<file path="src/rtl/mc_decoder.sv">
// mc_decoder: multi-cycle main control FSM (IF/ID/EX/MEM/WB) for a MIPS-style core.
// Ports: clk_i, rst_n (sync, active-low), instr_op_i[5:0], mem_ready_i -> ALUOp_o[2:0],
//   datapath controls, state_o[2:0], illegal_o, instr_cnt_o[15:0].
// Optional: define MC_DECODER_JAL_EN to support jal (opcode 000011) with Link_o in WB.
module mc_decoder (
    input  logic        clk_i,
    input  logic        rst_n,
    input  logic [5:0]  instr_op_i,
    input  logic        mem_ready_i,
    output logic [2:0]  ALUOp_o,
    output logic        MemRead_o,
    output logic        MemWrite_o,
    output logic        IRWrite_o,
    output logic        PCWrite_o,
    output logic        PCSrcJump_o,
    output logic        Branch_o,
    output logic        BranchNe_o,
    output logic        ALUSrc_o,
    output logic        RegDst_o,
    output logic        MemtoReg_o,
    output logic        RegWrite_o,
    output logic        Link_o,
    output logic [2:0]  state_o,
    output logic        illegal_o,
    output logic [15:0] instr_cnt_o
);

    typedef enum logic [2:0] {
        S_IF  = 3'd0,
        S_ID  = 3'd1,
        S_EX  = 3'd2,
        S_MEM = 3'd3,
        S_WB  = 3'd4
    } state_t;

    localparam logic [5:0] OP_R    = 6'b000000;
    localparam logic [5:0] OP_ADDI = 6'b001000;
    localparam logic [5:0] OP_LW   = 6'b100011;
    localparam logic [5:0] OP_SW   = 6'b101011;
    localparam logic [5:0] OP_BEQ  = 6'b000100;
    localparam logic [5:0] OP_BNE  = 6'b000101;
    localparam logic [5:0] OP_J    = 6'b000010;
    localparam logic [5:0] OP_JAL  = 6'b000011;

    state_t      state;
    state_t      cur;
    state_t      nxt;
    logic [5:0]  op_q;
    logic [15:0] cnt;
    logic        retire;
    logic        is_jal;

    function automatic logic is_legal(input logic [5:0] op);
        logic ok;
        ok = (op == OP_R) || (op == OP_ADDI) || (op == OP_LW) ||
             (op == OP_SW) || (op == OP_BEQ) || (op == OP_BNE) ||
             (op == OP_J);
`ifdef MC_DECODER_JAL_EN
        ok = ok || (op == OP_JAL);
`endif
        return ok;
    endfunction

`ifdef MC_DECODER_JAL_EN
    assign is_jal = (op_q == OP_JAL);
`else
    assign is_jal = 1'b0;
`endif

    // While reset is held the outputs present the IF view, whatever the
    // register still holds, so downstream logic never sees a stale command.
    assign cur         = rst_n ? state : S_IF;
    assign state_o     = cur;
    assign instr_cnt_o = cnt;

    always_comb begin
        ALUOp_o     = 3'b000;
        MemRead_o   = 1'b0;
        MemWrite_o  = 1'b0;
        IRWrite_o   = 1'b0;
        PCWrite_o   = 1'b0;
        PCSrcJump_o = 1'b0;
        Branch_o    = 1'b0;
        BranchNe_o  = 1'b0;
        ALUSrc_o    = 1'b0;
        RegDst_o    = 1'b0;
        MemtoReg_o  = 1'b0;
        RegWrite_o  = 1'b0;
        Link_o      = 1'b0;
        illegal_o   = 1'b0;
        nxt         = S_IF;
        retire      = 1'b0;

        if (cur == S_EX || cur == S_MEM || cur == S_WB) begin
            case (op_q)
                OP_R:    ALUOp_o = 3'b010;
                OP_ADDI: ALUOp_o = 3'b100;
                OP_BEQ:  ALUOp_o = 3'b001;
                OP_BNE:  ALUOp_o = 3'b110;
                default: ALUOp_o = 3'b000;
            endcase
        end

        case (cur)
            S_IF: begin
                MemRead_o = 1'b1;
                IRWrite_o = mem_ready_i;
                PCWrite_o = mem_ready_i;
                nxt       = mem_ready_i ? S_ID : S_IF;
            end
            S_ID: begin
                // Decision uses the live opcode: the register only loads at this edge.
                illegal_o = !is_legal(instr_op_i);
                nxt       = illegal_o ? S_IF : S_EX;
            end
            S_EX: begin
                ALUSrc_o    = (op_q == OP_ADDI) || (op_q == OP_LW) || (op_q == OP_SW);
                Branch_o    = (op_q == OP_BEQ) || (op_q == OP_BNE);
                BranchNe_o  = (op_q == OP_BNE);
                PCWrite_o   = (op_q == OP_J) || is_jal;
                PCSrcJump_o = (op_q == OP_J) || is_jal;
                if (op_q == OP_LW || op_q == OP_SW) begin
                    nxt = S_MEM;
                end else if (op_q == OP_R || op_q == OP_ADDI || is_jal) begin
                    nxt = S_WB;
                end else begin
                    nxt    = S_IF;
                    retire = 1'b1;
                end
            end
            S_MEM: begin
                MemRead_o  = (op_q == OP_LW);
                MemWrite_o = (op_q == OP_SW);
                if (!mem_ready_i) begin
                    nxt = S_MEM;
                end else if (op_q == OP_LW) begin
                    nxt = S_WB;
                end else begin
                    nxt    = S_IF;
                    retire = 1'b1;
                end
            end
            S_WB: begin
                RegWrite_o = 1'b1;
                RegDst_o   = (op_q == OP_R);
                MemtoReg_o = (op_q == OP_LW);
                Link_o     = is_jal;
                nxt        = S_IF;
                retire     = 1'b1;
            end
            default: nxt = S_IF;
        endcase
    end

    always_ff @(posedge clk_i) begin
        if (!rst_n) begin
            state <= S_IF;
            op_q  <= 6'b000000;
            cnt   <= 16'h0000;
        end else begin
            state <= nxt;
            if (cur == S_ID) begin
                op_q <= instr_op_i;
            end
            if (retire) begin
                cnt <= cnt + 16'd1;
            end
        end
    end

endmodule

</file>
<file path="config.mk">
export PLATFORM = sky130hd
export DESIGN_NAME = mc_decoder
export DESIGN_NICKNAME = d
export VERILOG_FILES = /design/src/rtl/mc_decoder.sv
export SDC_FILE = /design/constraint.sdc
export NUM_CORES = 1
export LEC_CHECK = 0
export BUFFER_PORTS_ARGS = -buffer_cell sky130_fd_sc_hd__buf_2
export CAP_MARGIN = 20
export CORE_ASPECT_RATIO = 1.75
export CORE_MARGIN = 1.5
export CORE_UTILIZATION = 50
export DETAILED_ROUTE_END_ITERATION = 12
export PLACE_DENSITY = 0.74
export SKIP_LAST_GASP = 1
export SLEW_MARGIN = 15
export SYNTH_ARGS = -nofsm -noshare
export SYNTH_HDL_FRONTEND = slang
export SYNTH_SLANG_ARGS = --single-unit
export TNS_END_PERCENT = 1
</file>
<file path="constraint.sdc">
create_clock -name clk_i -period 2.2 [get_ports clk_i]
set_input_delay 0.22 -clock clk_i [delete_from_list [all_inputs] [get_ports clk_i]]
set_output_delay 0.22 -clock clk_i [all_outputs]
set_load 0.03 [all_outputs]
</file>
==> reports/qor.yml <==
timing:
  timing.fmax_mhz: 473
  rsz0062_at_grt: "true"
  finClkSkew_ns: 0.00859
  period_minus_slack_ns: 2.11
  tightest_slew_ns: 0.509
  report.final.hold_viol_count: 0
  maxSlewViolCount: 0
  period_share: 0.961
  setup_viol: 0
  slew_headroom: 0.661
clock_network:
  cts.clk_slew.worst_paths_ns: 0.09
  root_buffer: "clkbuf_8"
  postCtsSetupBuffers: 0
  cts_buffers: 3
  clock_path_buffers: 2
  cts_htree_levels: 1
  clk_latency_ns: 0.28
  cts_tree: "yes"
  cts_sinks: 25
synth:
  synth_top_family_by_area: "simple AND/OR/NAND/NOR gates"
  syn-num-nets: 183
  synthMuxAreaShare: 0.0635
  ys_warn_count: 0
  syn_inst: 173
  ys_seq_area_frac: 0.353
  yosysTopAreaCellShare: 0.353
  yosys.cell_types.count: 44
  synth-compound-area-share: 0.183
  yosysTopAreaCell: "dfxtp_1"
  synth_area_leaders: "dfxtp_1 (35%), mux2i_1 (6.3%), a21oi_1 (4.6%)"
  synth-main-ff-cell: "dfxtp_1"
  avgSynthCellArea_um2: 8.20
  syn-cell-area_um2: 1420
  synth-seq-cells: 25
  async_flop_share: 0
  synth_xor_area_frac: 0.0123
  synthAdderAreaFrac: 0.00882
  synth_edf_count: 0
  yosys.area_share.simple: 0.304
critical_path:
  r2r_cells: 5
  cpMaxStageDelayCell: "dfxtp_2"
  cp.required_ns: 1.98
  reg2reg_to: "instr_cnt_o[7]$_SDFFE_PN0P_"
  cp-end-kind: "output pin"
  slowest_delay_ns: 0.37
  r2r_setup_slack_ns: 0.13
  cp.arrival_ns: 1.89
  crit-reg2reg-launch: "state[1]$_SDFF_PN0_"
  cpMostUsedCell: "or2_2"
  critPathTopFamily: "simple AND/OR/NAND/NOR gates"
  worstPathMaxFanout: 7
  worst-path-buf-inv: 1
  crit_path_start_kind: "flop"
  crit_path_cell_trace: "or2_2, nor3_1, nor4bb_1, or2_2, buf_2"
  worstSetupPathType: "reg2out"
placement:
  io_buffers: 42
  gp_congestion: 0.844
  post-place-cells: 236
  dpl.hpwl_um: 2610
run:
  maxCapViolCount: 0
global_route:
  grt_pass1_vias: 1306
  grt_max_degree: 30
  antenna_found_initial: 0
  overflow: 0
  grt_pass1_wl_um: 5340
  track_usage: 0.217
finish:
  final_common_cell: "buf_2"
  nNetsFinal: 224
  layout_common_cells: "buf_2 (40), dfxtp_1 (22), a21oi_1 (13), nand3_1 (11), nor2_1 (11)"
  diodes: 0
  fin_cells: 240
  area_delta_synth_final_pct: 19.6
  drive_gt1_frac: 0.291
  final_util: 0.631
routing:
  vias: 1462
  wl_um: 3390
  drc_errors: 0
  viasPerCell: 6.09
  detail_route.wl_per_cell_um: 14.1
  drt-pass1-iter-count: 4
  drtIter0Drc: 28
  detail-route-antenna-nets: 0
power:
  vdd_drop_max_v: 0.000478
  power_density_nw_per_um2: 490
  p_leak_nw: 0.738
die:
  io_pins: 44
  num_rows: 25
  die_h_um: 73.5
  start_util: 0.527
  design.die.area_um2: 3180
  die_x_um: 43.3
  coreArea_um2: 2690
worst_hold_path:
  min_path_cells: 3
  hold_path_end: "op_q[4]$_SDFFE_PN0P_"
  min_from: "instr_op_i[4]"
  hp-class: "in2reg"
run_status:
  outcome: "finished, final reports clean"
[synth_stat cells (6+ instances only)]
master    n
inv_1     8
nand2_1   9
nor3_1    6
or4_1     6
a21oi_1  13
mux2i_1   9
dfxtp_1  25
nor2_1   11
or3_1     9
o31ai_1   8
nand3_1  11
o21ai_0   7
[stage by stage]
step | setup WS, ns | hold slack [ns] | power (W) | setup TNS [ns] | area, µm²
after floorplan | -0.271 | 0.367 | 0.000536 | -0.503 | 1430
after global placement | 0.227 | 0.450 | 0.000561 | 0 | 1640
after detailed placement | 0.161 | 0.467 | 0.000563 | 0 | 1640
after CTS | 0.0157 | 0.193 | 0.000835 | 0 | 1680
after global routing | -0.0247 | 0.203 | 0.000864 | -0.0351 | 1700
final | 0.0867 | 0.187 | 0.000831 | 0 | 1700
[routing by layer]
metal  track usage  wire length (µm)  vias to the layer above
li1              -                 -                      721
met1         0.224              1330                      683
met2         0.388              1780                       45
met3        0.0246               143                       13
met4         0.158               132                        0
met5             0                 0                        -
[worst min-delay path: cells and delay by family]
family	cells	cell delay, ns
buffers and inverters	1	0.08
and+or+nand+nor	1	0.07
muxes	1	0.06
[final cells by class]
type	instances	area, µm²
Clock buffer	3	41.3
Clock inverter	1	5.00
Fill cell	247	993
Inverter	9	33.8
Multi-Input combinational cell	128	826
Sequential cell	25	504
Tap cell	27	33.8
Timing Repair Buffer	47	253
[sequential cells by signal (all words and copies together), names as in the netlist]
signal,cells
state,3
instr_cnt_o,16
op_q,6
[timing repair]
action,in CTS,in global routing
gates resized for setup,0,6
setup endpoints to repair,0,4
hold buffers,0,0
[cell families after synthesis]
| logic type | count (synthesis) |
|---|---|
| mux | 9 |
| compound gates | 40 |
| simple gates | 75 |
| flops | 25 |
| xor+xnor | 2 |
| other cells | 1 |
| fa+ha+maj | 1 |
| buf+inv | 20 |
[worst max-delay path by stage]
| stage | from | to | slack [ns] | cells past startpoint |
|---|---|---|---|---|
| after floorplan | op_q[2]$_SDFFE_PN0P_ | PCWrite_o | -0.27 | 4 |
| after global placement | state[1]$_SDFF_PN0_ | instr_cnt_o[14]$_SDFFE_PN0P_ | 0.23 | 5 |
| after detailed placement | state[1]$_SDFF_PN0_ | instr_cnt_o[7]$_SDFFE_PN0P_ | 0.16 | 5 |
| after CTS | op_q[2]$_SDFFE_PN0P_ | MemRead_o | 0.02 | 7 |
| after global routing | op_q[2]$_SDFFE_PN0P_ | MemRead_o | -0.02 | 7 |
| final | op_q[2]$_SDFFE_PN0P_ | PCWrite_o | 0.09 | 5 |
[power by group]
| group | internal (W) | leakage, nW | total, W | switching (W) |
|---|---|---|---|---|
| Combinational | 0.0000340 | 0.509 | 0.0000870 | 0.0000530 |
| Sequential | 0.000458 | 0.203 | 0.000467 | 0.00000916 |
| Clock | 0.000127 | 0.0255 | 0.000278 | 0.000151 |
| Total | 0.000619 | 0.738 | 0.000831 | 0.000213 |
Power figures use the tool's default switching activity.
